--- src/rtl/rotor_pkg.sv ---
// Shared types and helpers for the rotor step/direction driver.
// Wrap-around positioning is selected with the ROTOR_WRAP_EN macro.
package rotor_pkg;

   typedef enum logic [2:0] {
      IDLE,
      SETUP,
      STEP_HI,
      STEP_LO,
      SETTLE
   } ch_state_e;

   localparam logic DIR_FWD = 1'b1;

   // Width needed to hold 0..v-1, never narrower than one bit.
   function automatic int clog2w(input int v);
      return (v <= 2) ? 1 : $clog2(v);
   endfunction

endpackage

--- src/rtl/rotor_channel.sv ---
// One rotor channel: position tracking, step pacing, direction setup and settle hold.
// With ROTOR_WRAP_EN defined the shortest path around the ring is taken.
module rotor_channel
   import rotor_pkg::*;
#(
   parameter int ANGLE_W    = 8,
   parameter int STEP_DIV   = 1000,
   parameter int SETTLE_CYC = 50000
) (
   input  logic               clk,
   input  logic               rst_n,
   input  logic               accept_i,
   input  logic [ANGLE_W-1:0] target_i,
   output logic               step_o,
   output logic               dir_o,
   output logic               enable_o,
   output logic               busy_o
);

   localparam int CNT_MAX = (STEP_DIV > SETTLE_CYC) ? STEP_DIV : SETTLE_CYC;
   localparam int CNT_W   = clog2w(CNT_MAX);
   localparam logic [CNT_W-1:0]   DIV_LOAD    = CNT_W'(STEP_DIV - 1);
   localparam logic [CNT_W-1:0]   SETTLE_LOAD = CNT_W'(SETTLE_CYC - 1);
   localparam logic [CNT_W-1:0]   CNT_ONE     = CNT_W'(1);
   localparam logic [ANGLE_W-1:0] POS_ONE     = ANGLE_W'(1);

   ch_state_e          state_q, state_d;
   logic [CNT_W-1:0]   cnt_q, cnt_d;
   logic [ANGLE_W-1:0] pos_q, pos_d;
   logic [ANGLE_W-1:0] target_q, target_d;
   logic               dir_q, dir_d;
   logic               step_q, step_d;
   logic               busy_q, busy_d;
   logic               new_dir;
   logic [ANGLE_W-1:0] pos_step;

`ifdef ROTOR_WRAP_EN
   localparam logic [ANGLE_W-1:0] HALF_REV = {1'b1, {(ANGLE_W-1){1'b0}}};
   logic [ANGLE_W-1:0] delta;

   // Modular distance; exactly half a revolution resolves forward.
   assign delta   = target_i - pos_q;
   assign new_dir = (delta <= HALF_REV) ? DIR_FWD : ~DIR_FWD;
`else
   assign new_dir = (target_i > pos_q) ? DIR_FWD : ~DIR_FWD;
`endif

   assign pos_step = (dir_q == DIR_FWD) ? (pos_q + POS_ONE) : (pos_q - POS_ONE);

   always_ff @(posedge clk or negedge rst_n) begin
      if (!rst_n) begin
         state_q  <= IDLE;
         cnt_q    <= '0;
         pos_q    <= '0;
         target_q <= '0;
         dir_q    <= 1'b0;
         step_q   <= 1'b0;
         busy_q   <= 1'b0;
      end else begin
         state_q  <= state_d;
         cnt_q    <= cnt_d;
         pos_q    <= pos_d;
         target_q <= target_d;
         dir_q    <= dir_d;
         step_q   <= step_d;
         busy_q   <= busy_d;
      end
   end

   always_comb begin
      state_d  = state_q;
      cnt_d    = cnt_q;
      pos_d    = pos_q;
      target_d = target_q;
      dir_d    = dir_q;
      unique case (state_q)
         IDLE: begin
            if (accept_i) begin
               target_d = target_i;
               if (target_i != pos_q) begin
                  dir_d   = new_dir;
                  state_d = SETUP;
               end
            end
         end
         SETUP: begin
            state_d = STEP_HI;
            cnt_d   = DIV_LOAD;
         end
         STEP_HI: begin
            if (cnt_q == '0) begin
               state_d = STEP_LO;
               cnt_d   = DIV_LOAD;
               pos_d   = pos_step;
            end else begin
               cnt_d = cnt_q - CNT_ONE;
            end
         end
         STEP_LO: begin
            if (cnt_q == '0) begin
               if (pos_q == target_q) begin
                  state_d = SETTLE;
                  cnt_d   = SETTLE_LOAD;
               end else begin
                  state_d = STEP_HI;
                  cnt_d   = DIV_LOAD;
               end
            end else begin
               cnt_d = cnt_q - CNT_ONE;
            end
         end
         SETTLE: begin
            if (cnt_q == '0) begin
               state_d = IDLE;
            end else begin
               cnt_d = cnt_q - CNT_ONE;
            end
         end
         default: state_d = IDLE;
      endcase
      // Outputs are registered from the next state so they change cleanly with it.
      step_d = (state_d == STEP_HI);
      busy_d = (state_d != IDLE);
   end

   assign step_o   = step_q;
   assign dir_o    = dir_q;
   assign enable_o = busy_q;
   assign busy_o   = busy_q;

endmodule

--- src/rtl/rotor_step_driver.sv ---
// Multi-channel rotor step/direction driver: command decode, ready mux, idle flag.
// Define ROTOR_WRAP_EN for modulo (shortest-path) positioning in every channel.
module rotor_step_driver
   import rotor_pkg::*;
#(
   parameter int N_CH       = 32,
   parameter int ANGLE_W    = 8,
   parameter int STEP_DIV   = 1000,
   parameter int SETTLE_CYC = 50000,
   localparam int CH_W      = clog2w(N_CH)
) (
   input  logic               clk,
   input  logic               reset,
   input  logic               cmd_valid,
   output logic               cmd_ready,
   input  logic [CH_W-1:0]    cmd_ch,
   input  logic [ANGLE_W-1:0] cmd_angle,
   output logic [N_CH-1:0]    step,
   output logic [N_CH-1:0]    dir,
   output logic [N_CH-1:0]    enable,
   output logic [N_CH-1:0]    busy,
   output logic               all_idle
);

   logic            ch_in_range;
   logic [N_CH-1:0] ch_accept;
   logic            all_idle_q;

   // Out-of-range channels always look ready so their commands are consumed and dropped.
   assign ch_in_range = (32'(cmd_ch) < N_CH);
   assign cmd_ready   = ch_in_range ? ~busy[cmd_ch] : 1'b1;

   for (genvar gi = 0; gi < N_CH; gi++) begin : g_ch
      assign ch_accept[gi] = cmd_valid & cmd_ready & (cmd_ch == CH_W'(gi));

      rotor_channel #(
         .ANGLE_W   (ANGLE_W),
         .STEP_DIV  (STEP_DIV),
         .SETTLE_CYC(SETTLE_CYC)
      ) u_channel (
         .clk     (clk),
         .rst_n   (reset),
         .accept_i(ch_accept[gi]),
         .target_i(cmd_angle),
         .step_o  (step[gi]),
         .dir_o   (dir[gi]),
         .enable_o(enable[gi]),
         .busy_o  (busy[gi])
      );
   end

   always_ff @(posedge clk or negedge reset) begin
      if (!reset) begin
         all_idle_q <= 1'b0;
      end else begin
         all_idle_q <= ~|busy;
      end
   end

   assign all_idle = all_idle_q;

endmodule

--- config.mk ---
export PLATFORM = sky130hd
export DESIGN_NAME = rotor_step_driver
export DESIGN_NICKNAME = d
export VERILOG_FILES = /design/src/rtl/rotor_pkg.sv /design/src/rtl/rotor_channel.sv /design/src/rtl/rotor_step_driver.sv
export SDC_FILE = /design/constraint.sdc
export NUM_CORES = 2
export LEC_CHECK = 0
export ABC_AREA = 0
export BUFFER_PORTS_ARGS = -buffer_cell sky130_fd_sc_hd__buf_2
export CAP_MARGIN = 30
export CORE_UTILIZATION = 37
export CTS_BUF_LIST = sky130_fd_sc_hd__clkbuf_16
export DETAILED_ROUTE_END_ITERATION = 7
export PLACE_DENSITY = 0.62
export SLEW_MARGIN = 20
export SYNTH_ARGS = -nofsm -noshare
export SYNTH_HDL_FRONTEND = slang
export SYNTH_SLANG_ARGS = --single-unit
export TNS_END_PERCENT = 1
--- constraint.sdc ---
create_clock -name clk -period 8.7 [get_ports clk]
set_clock_uncertainty 0.05 [all_clocks]
set_input_delay 0.435 -clock clk [delete_from_list [all_inputs] [get_ports clk]]
set_output_delay 0.435 -clock clk [all_outputs]
set_load 0.01 [all_outputs]
==> metrics.txt <==
status finished clean; # DRC 0; dominant synthesized flop cell dfrtp_1; initial core utilization 37.2%; core area 210,000 µm²; register area share after synthesis 39.0%; post-synthesis xor/xnor area fraction 7.32%; first-pass GRT wire length 332 mm; post-cts gate resize count 0; Clk pwr share 46.8%; Psw 3.24 mW; CTS clk-pin slew, worst paths 0.06 ns; clock tree buffer depth 3; simple-gate share of the synthesized area 19.7%; ANT nets after route 0; via/cell ratio 5.57; final total power 12.8 mW; Clock Sinks 1,217; GR Overflow Total 0; Synth Area in Compound Gates 15.2%; All-Layer GR Usage 19.0%; count of final setup violators 0; crit start category register; peak supply drop 172 µV; Area contributors post-synth dfrtp_1 (39%), ha_1 (8.2%), xnor2_1 (5.3%), o21ai_0 (4.1%), mux2_2 (4.0%); main combinational cell family by area after synthesis simple AND/OR/NAND/NOR gates; vias in the first global route 62.1k; syn nets 9,163; Internal 9.52 mW; Fin Setup TNS 0 ns; row cnt 168; routed len/inst 17.9 µm; Critical path buffers and inverters 2; Detailed Route WL 205 mm; H-tree level count 4; Pleak 36.3 nW; register bit total from synthesis 1,217; CP Data Arrival Time 3.74 ns; Port Buffers 145; RR Endpoint g_ch[0].u_channel.cnt_q[9]; path depth of the worst reg2reg path 6; Slew headroom 24.9%; worst stage delay on the critical path 0.58 ns; Synth Area in Adders 9.03%; Post-Syn Instances 8,603; Final Cycle Share 48.5%; placer congestion estimate 0.909; mux share of post-synthesis cell area 4.88%; Post-synth EDFFs 0; Async SR Flop Fraction 100%; final hold vios 0; minimum clock period 4.22 ns; Worst R2R Setup Slack 5.24 ns; Sw Share 25.4%; Hold Crit Depth 3; total clock buffers created by CTS 140; Ports 146; sequential power share 46.2%; top-count cell post-synth dfrtp_1; RSZ-0062 raised after global routing no; Crit path required time 8.22 ns; CTS tree done; fmax 237 MHz; Max Slew Vio Count 0; pwr/cell area 150 nW/µm²; Worst Path Max Fanout 11; kind of critical path register to primary output; pin count of the biggest net entering global routing 164; fraction of layout instances using a drive strength above 1 9.22%; combinational share of power 7.0%; root buffer cell clkbuf_16; die width 461 µm; pre-CTS WS 4.90 ns; synthesis-to-finish area growth 9.25%; Warnings, synthesis 0; Setup WS post-layout 4.48 ns; initial DRC count 4,691; Synth cell types 94; drt first pass iters 8; HP Class primary input to register; worst r2r src g_ch[0].u_channel.cnt_q[7]; GR Util met2 30.4%; area share of the largest cell type after synthesis 39.0%; worst slew pin tran 1.13 ns; crit path max-delay cell type a21oi_1; Synth top cells by count dfrtp_1 (1,217), nand2_1 (796), nor2_1 (698); GR Util met1 25.2%; worst skew pair latency 0.82 ns; GR met3 Demand/Resource 2.92%; nets 9,082; Worst setup EP type primary output; Post-Syn Area 78,100 µm²; GR peak layer met2; Hold Path Sink g_ch[5].u_channel.target_q[1]; critical path, cell by cell mux4_2 > a22oi_1 > and2_1 > buf_4 > nor2_1 > a21oi_1 > buf_2; syn_area_per_cell 9.07 µm²; final hold slack 0.0977 ns; DPL Wire Length 145 mm; full die area 213,000 µm²; via count 63.8k; cell family with most CP delay compound AO/OA/AOI/OAI gates; filler instances 20.4k; Yosys top cell by area dfrtp_1; crit path from g_ch[4].u_channel.busy_o; antenna violations before repair 7; die height 461 µm; maxcap violations 0; Worst Hold Launch cmd_angle[1]
final cells by class:
class | count | area, µm² | area share, %
Multi-Input combinational cell | 6514 | 43800 | 51.4
Sequential cell | 1217 | 30500 | 35.7
Clock buffer | 143 | 3580 | 4.20
Tap cell | 2805 | 3510 | 4.12
Inverter | 459 | 1730 | 2.02
Timing Repair Buffer | 190 | 1180 | 1.38
Clock inverter | 108 | 981 | 1.15
Antenna cell | 6 | 15.0 | 0.0176
flip-flops by register name, indices dropped and copies added, names as in the netlist:
signal and cells:
g_ch.u_channel.state_q 96, g_ch.u_channel.dir_o 32, g_ch.u_channel.cnt_q 512, all_idle 1, g_ch.u_channel.pos_q 256, g_ch.u_channel.target_q 256
g_ch.u_channel.step_o 32, g_ch.u_channel.busy_o 32
power groups by stage:
stage / sequential [mW] / combinational, mW / clock, mW
finish: 5.89 / 0.893 / 5.98
global route: 5.90 / 1.02 / 6.36
CTS: 5.89 / 0.903 / 6.15
detailed placement: 5.99 / 0.896 / 0
global placement: 5.99 / 0.869 / 0
floorplan: 5.92 / 0.590 / 0
cell usage in the layout, fill, tap and decap left out, types with 35 or more instances in the layout:
cell type,count
dfrtp_1,1217
nand2_1,796
nor2_1,698
o21ai_0,636
ha_1,512
a21oi_1,485
inv_1,479
xnor2_1,472
nand3_1,298
nor3_1,284
mux2_2,279
xor2_1,180
nor4_1,176
nand4_1,158
clkbuf_16,143
buf_2,143
nand2b_1,91
or3_1,90
a31oi_1,86
o211ai_1,83
a21o_1,79
nor2b_1,74
or2_2,52
and2_1,52
nor3b_1,52
o21a_1,51
and3_1,49
or4_1,48
mux2i_1,44
a211oi_1,39
buf_4,35
worst max path at each step:
| stage | endpoint | slack, ns | cells after the start |
|---|---|---|---|
| after floorplan | g_ch[0].u_channel.dir_o | 5.61 | 10 |
| after global placement | cmd_ready | 4.84 | 8 |
| after detailed placement | cmd_ready | 4.90 | 8 |
| after CTS | cmd_ready | 4.46 | 7 |
| after global routing | cmd_ready | 4.36 | 7 |
| final | cmd_ready | 4.48 | 7 |
worst register-to-register path, stage by stage, from the launching register on:
cell     delay (ns)
dfrtp_1        0.45
nor4_1         0.57
nand4_1        0.61
and2_1         0.50
a21oi_1        0.82
nor2_1         0.12
o22a_1         0.23
metal layers:
| metal | vias to the layer above | wire, µm |
|---|---|---|
| met1 | 31200 | 92000 |
| met5 | - | 12 |
| met3 | 381 | 9470 |
| met2 | 1556 | 94400 |
| met4 | 2 | 8680 |
| li1 | 30600 | - |
kinds of logic after synthesis:
group	after synthesis
AOI/OAI and AO/OA	1918
xor gates and xnor gates	652
adders and majority gates	544
buffers and inverters	872
DFF	1217
muxes	334
and+or+nand+nor	3066
what timing repair did:
action                                 CTS  global route
endpoints found under the hold margin  100             0
setup buffers                            0             0
hold buffers                             2             0
metrics by stage:
step | area (µm²) | cells | utilization [%]
floorplan | 78100 | 8603 | -
global placement | 80600 | 11200 | 38.5
detailed placement | 80600 | 11200 | 38.5
CTS | 85200 | 11400 | 40.7
global route | 85300 | 11400 | 40.7
finish | 85300 | 11400 | 40.7
Note: power is estimated with default switching activity, not from simulation.
